<file path="config.mk">
export PLATFORM = sky130hd
export DESIGN_NAME = seq_pattern_gen
export DESIGN_NICKNAME = d
export VERILOG_FILES = /design/src/rtl/seq_pkg.sv /design/src/rtl/seq_piso_shift.sv /design/src/rtl/seq_pattern_gen.sv
export SDC_FILE = /design/constraint.sdc
export NUM_CORES = 1
export LEC_CHECK = 0
export ABC_AREA = 1
export CORE_MARGIN = 3
export CORE_UTILIZATION = 45
export CTS_CLUSTER_SIZE = 25
export DETAILED_ROUTE_END_ITERATION = 7
export MAX_ROUTING_LAYER = met4
export PLACE_DENSITY = 0.67
export RECOVER_POWER = 100
export SLEW_MARGIN = 30
export SYNTH_ARGS = -nofsm -noshare
export SYNTH_HDL_FRONTEND = slang
export SYNTH_SLANG_ARGS = --single-unit
export TNS_END_PERCENT = 30
</file>
<file path="constraint.sdc">
create_clock -name clk -period 1.23 [get_ports clk]
set_clock_uncertainty 0.05 [all_clocks]
set_input_delay 0.1845 -clock clk [delete_from_list [all_inputs] [get_ports clk]]
set_output_delay 0.1845 -clock clk [all_outputs]
set_load 0.02 [all_outputs]
</file>
<file path="src/rtl/seq_pkg.sv">
// Shared types and defaults for the serial pattern generator.
package seq_pkg;

   localparam int         SEQ_PAT_W   = 4;
   localparam int         SEQ_CNT_W   = 8;
   localparam int         SEQ_GAP_W   = 4;
   localparam logic [3:0] SEQ_DEF_PAT = 4'b1011;

   typedef enum logic [1:0] {
      S_IDLE = 2'd0,
      S_SEND = 2'd1,
      S_GAP  = 2'd2
   } state_t;

endpackage

</file>
<file path="src/rtl/seq_piso_shift.sv">
// Parallel-load, MSB-first shift register.
// The MSB of a pattern goes straight to the registered serial output on load,
// so this block only stores the remaining W-1 bits. It exposes the bit that
// goes out on the next shift, plus a flag that is set while the LSB is on the line.
module seq_piso_shift #(
   parameter int W = 4
) (
   input  logic         clk,
   input  logic         reset,
   input  logic         load,
   input  logic         shift,
   input  logic [W-2:0] din_rest,
   output logic         dout_next,
   output logic         last
);

   logic [W-2:0] rest;
   logic [W-2:0] tag;

   // Load the trailing bits and a ones-marker, then shift both left together.
   always_ff @(posedge clk) begin
      if (reset) begin
         rest <= '0;
         tag  <= '0;
      end else if (load) begin
         rest <= din_rest;
         tag  <= '1;
      end else if (shift) begin
         rest <= rest << 1;
         tag  <= tag << 1;
      end
   end

   assign dout_next = rest[W-2];
   assign last      = ~|tag;

endmodule

</file>
<file path="src/rtl/seq_pattern_gen.sv">
// Serial pattern generator. It sends a latched pattern MSB-first for a
// requested number of repetitions. An optional idle gap separates the
// repetitions.
//
// state  | meaning
// S_IDLE | waiting for start with a nonzero repeat count
// S_SEND | shifting pattern bits onto x_out, one per cycle
// S_GAP  | idle cycles between repetitions, busy held high
module seq_pattern_gen
   import seq_pkg::*;
#(
   parameter int               PAT_W   = SEQ_PAT_W,
   parameter logic [PAT_W-1:0] DEF_PAT = PAT_W'(SEQ_DEF_PAT),
   parameter int               CNT_W   = SEQ_CNT_W,
   parameter int               GAP_W   = SEQ_GAP_W
) (
   input  logic             clk,
   input  logic             reset,
   input  logic             start,
   input  logic             use_def,
   input  logic [PAT_W-1:0] pattern_in,
   input  logic [CNT_W-1:0] repeat_cnt,
   input  logic [GAP_W-1:0] gap_len,
   input  logic             abort,
   output logic             x_out,
   output logic             x_valid,
   output logic             frame_start,
   output logic             busy,
   output logic             done
);

   localparam int BIT_W = (PAT_W > 1) ? $clog2(PAT_W) : 1;

   state_t           state, state_d;
   logic [PAT_W-1:0] pat_q, pat_d, load_val;
   logic [CNT_W-1:0] rem, rem_d;
   logic [GAP_W-1:0] gap_q, gap_d, gap_cnt, gap_cnt_d;
   logic [BIT_W-1:0] bit_cnt, bit_cnt_d;
   logic             load, shift, dout_next, last;
   logic             x_out_d, x_valid_d, frame_d, busy_d, done_d;

   seq_piso_shift #(.W(PAT_W)) u_piso (
      .clk       (clk),
      .reset     (reset),
      .load      (load),
      .shift     (shift),
      .din_rest  (load_val[PAT_W-2:0]),
      .dout_next (dout_next),
      .last      (last)
   );

   // Next-state, counter updates and next values of the registered outputs.
   always_comb begin
      state_d   = state;
      pat_d     = pat_q;
      rem_d     = rem;
      gap_d     = gap_q;
      gap_cnt_d = gap_cnt;
      bit_cnt_d = bit_cnt;
      load_val  = pat_q;
      load      = 1'b0;
      shift     = 1'b0;
      done_d    = 1'b0;

      unique case (state)
         S_IDLE: begin
            if (start && (repeat_cnt != '0)) begin
               load_val  = use_def ? DEF_PAT : pattern_in;
               pat_d     = load_val;
               rem_d     = repeat_cnt;
               gap_d     = gap_len;
               load      = 1'b1;
               bit_cnt_d = '0;
               state_d   = S_SEND;
            end
         end
         S_SEND: begin
            if (abort) begin
               state_d = S_IDLE;
            end else if (!last) begin
               shift     = 1'b1;
               bit_cnt_d = bit_cnt + 1'b1;
            end else begin
               rem_d = rem - 1'b1;
               if (rem == CNT_W'(1)) begin
                  state_d = S_IDLE;
                  done_d  = 1'b1;
               end else if (gap_q == '0) begin
                  load      = 1'b1;
                  bit_cnt_d = '0;
               end else begin
                  gap_cnt_d = gap_q;
                  state_d   = S_GAP;
               end
            end
         end
         S_GAP: begin
            if (abort) begin
               state_d = S_IDLE;
            end else if (gap_cnt == GAP_W'(1)) begin
               load      = 1'b1;
               bit_cnt_d = '0;
               state_d   = S_SEND;
            end else begin
               gap_cnt_d = gap_cnt - 1'b1;
            end
         end
         default: state_d = S_IDLE;
      endcase

      busy_d    = (state_d != S_IDLE);
      x_valid_d = (state_d == S_SEND);
      frame_d   = x_valid_d && (bit_cnt_d == '0) && load;
      x_out_d   = load ? load_val[PAT_W-1] : (shift ? dout_next : 1'b0);
   end

   // State, latched parameters, counters and registered outputs.
   always_ff @(posedge clk) begin
      if (reset) begin
         state       <= S_IDLE;
         pat_q       <= '0;
         rem         <= '0;
         gap_q       <= '0;
         gap_cnt     <= '0;
         bit_cnt     <= '0;
         x_out       <= 1'b0;
         x_valid     <= 1'b0;
         frame_start <= 1'b0;
         busy        <= 1'b0;
         done        <= 1'b0;
      end else begin
         state       <= state_d;
         pat_q       <= pat_d;
         rem         <= rem_d;
         gap_q       <= gap_d;
         gap_cnt     <= gap_cnt_d;
         bit_cnt     <= bit_cnt_d;
         x_out       <= x_out_d;
         x_valid     <= x_valid_d;
         frame_start <= frame_d;
         busy        <= busy_d;
         done        <= done_d;
      end
   end

endmodule

</file>
==> results of run 1 <==
-- cell usage after synthesis (all sizes together) --
| library cell | instances |
|---|---|
| xnor2 | 1 |
| a21oi | 18 |
| a31oi | 1 |
| nand2 | 63 |
| ha | 4 |
| o22ai | 2 |
| inv | 43 |
| nand3 | 12 |
| nor3 | 2 |
| buf | 3 |
| o211ai | 1 |
| clkbuf | 2 |
| dfxtp | 33 |
| o21ai | 27 |
| nand4 | 6 |
| xor2 | 2 |
| nor2 | 39 |
-- timing repair --
action                                  CTS  global route
resized for setup                        24            54
pin swaps                                11            21
endpoints found under the setup margin   38            33
buffers inserted                          2             4
-- critical path, stage by stage (launching register included) --
cell and delay, ns:
dfxtp_2 0.32, inv_2 0.06, ha_4 0.13, nand2_4 0.05
o211ai_1 0.28, nand2_2 0.18, o21ai_0 0.18, nor2_1 0.06
-- flip-flops by register name, summed over array words and instances (netlist names) --
signal and count:
busy 1, done 1, frame_start 1, gap_cnt 4, gap_q 4, pat_q 4
rem 8, state 2, u_piso.rest 3, u_piso.tag 3, x_out 1, x_valid 1
-- layout make-up --
type | instances | area (um^2) | area share
Clock buffer | 6 | 72.6 | 0.0265
Inverter | 43 | 166 | 0.0608
Sequential cell | 33 | 671 | 0.245
Multi-Input combinational cell | 178 | 1060 | 0.386
Clock inverter | 2 | 10.0 | 0.00366
Timing Repair Buffer | 83 | 701 | 0.256
Tap cell | 48 | 60.1 | 0.0219
-- layer usage --
layer	GRT usage	part of all wire	vias to the layer above
li1	-	-	988
met1	0.261	0.48	818
met2	0.312	0.45	44
met3	0.0486	0.052	10
met4	0.0819	0.020	0
met5	-	0	-
-- power breakdown --
group | internal [mW] | switching [mW] | total (mW)
registers | 1.16 | 0.0469 | 1.21
clock network | 0.392 | 0.392 | 0.784
logic | 0.432 | 0.466 | 0.898
-- per-stage QoR --
| step | setup TNS (ns) | utilization |
|---|---|---|
| floorplan | -1.01 | - |
| global route | -5.04 | 0.736 |
| CTS | -3.45 | 0.696 |
| finish | -2.36 | 0.736 |
| global placement | -11.97 | 0.659 |
| detailed placement | -12.86 | 0.659 |
-- cells by family (layout without fill, tap and decap cells) --
family,Yosys count,count (layout),synth area share
simple gates,122,122,0.328
compound gates,49,49,0.143
buf+inv,48,134,0.111
flops,33,33,0.375
fa+ha+maj,4,4,0.0284
xor+xnor,3,3,0.0149
-- worst min path at each step --
stage,from,endpoint
floorplan,gap_len[1],gap_q[1]
global placement,u_piso.tag[2],u_piso.tag[2]
detailed placement,rem[7],rem[7]
CTS,rem[7],rem[7]
global route,repeat_cnt[5],rem[5]
finish,repeat_cnt[5],rem[5]
==> results.md, run 1 <==
- GRT overflow: 0
- Synthesis-stage register bit count: 33
- Routability cong.: around 0.85
- HP Class: in2reg
- Clock latency on the worst-skew pair: between 0.2 and 0.3 ns
- Number of CTS-inserted buffers: 5
- VDD IR max: 0.762 mV
- Global-route wire length before repair: about 7000 um
- Fin crit share: 1.16
- Largest fanout on the critical path: 5
- Overall power: 2.89 mW
- CP Class: reg2reg
- IO Port Bufs: 25
- Final WS setup: -0.197 ns
- Fmax achieved: about 700 MHz
- TritonCTS clock tree: done
- Post-layout net count: 369
- Die W: ~69 um
- Commonest non-fill, non-tap cells in the layout: buf_4, nand2_1, inv_1, dfxtp_1, nor2_1
- # setup viols final: 29
- Required time worst endpoint: around 1.4 ns
- Post-route DRC violation count: 0
- CTS Root Cell: clkbuf_8
- Largest net degree at the start of global routing: 14
- Reg2reg end: gap_cnt[3]
- Row count: 22
- Post-placement setup slack: -0.498 ns
- Fillers: between 200 and 300
- Post-placement cell count: 379
- Post-Syn Area: between 1500 and 2000 um^2
- Start point of the critical path: gap_cnt[1]
- Warnings, synthesis: 0
- Unrepaired setup endpoints after global routing: yes
- Core ar.: 3720 um^2
- Mean Syn Cell Area: 6.81 um^2
- Worst Setup EP: gap_cnt[3]
- Tmin final: between 1 and 1.5 ns
- Hpwl dp: approximately 3200 um
- Hold-fix buffers, CTS: 0
- Die Y: approximately 69 um
- Cells on worst reg2reg path: 7
- P per Cell Area: approximately 1100 nW/um^2
- Syn-to-layout area delta: 55.2%
- Full die area: about 4700 um^2
- CTS H-Tree Depth: 2
- Seq/Total Area, Yosys: 0.375
- Post-synth cell types: 24
- Post-synth top area share: 0.375
- Clk slew on worst S/H paths: ~0.070 ns
- Initial core utilization: 0.474
- Slew Viols, Final: 0
- DR iter-0 viols: 111
- Remaining antenna violation count: 0
- CTS Sinks: 33
- Syn nets: 284
- Cell taking the most area after synthesis: dfxtp_1
- Hold Slack: 0.274 ns
- # IOs: 26
- Startpoint types: flop
- Worst r2r src: gap_cnt[1]
- Tightest Pin Transition: between 0.2 and 0.3 ns
- Failing checks: setup timing
- Worst Hold Depth: 5
- Routed WL: between 4000 and 5000 um
- Share of cells above drive strength 1: 0.357
- Worst R2R Setup Slack: -0.20 ns
- Max cap viols: 0
- CTS Buffer Depth: 2
- Status: complete, but fails checks
- 1st-pass router iterations: 4
- Final instance area: ~2700 um^2
- Area after DPL: roughly 2400 um^2
- Commonest non-fill, non-tap cell in the layout: buf_4
- Layout Cells excl Fill: roughly 400
- Slew margin rel.: 0.803
- Antenna diode count: 0
- Hold Vio Cnt, Final: 0
- Wirelength per Cell: between 10 and 15 um
- Number of global-route vias before repair: 1620
- Crit path DAT: about 1.6 ns
- Pleak: ~1.3 nW
- Top cells by area, synth: dfxtp_1, nand2_1, inv_1
- Tot GR Track Use: 0.205
- Synth Instances: ~260
- Via count: approximately 1900
- Setup crit end kind: flop
- Initial antenna violation count: 0
- Vias per inst: 4.73
Power figures use the tool's default switching activity.
==> run 2, diff against run 1 <==
--- a/config.mk
+++ b/config.mk
@@ -8,6 +8,7 @@
 export ABC_AREA = 1
 export CORE_MARGIN = 3
 export CORE_UTILIZATION = 45
+export CTS_CLUSTER_DIAMETER = 150
 export CTS_CLUSTER_SIZE = 25
 export DETAILED_ROUTE_END_ITERATION = 7
 export MAX_ROUTING_LAYER = met4
==> results of run 2 <==
Final layout, timing and power as in run 1 (identical DEF).
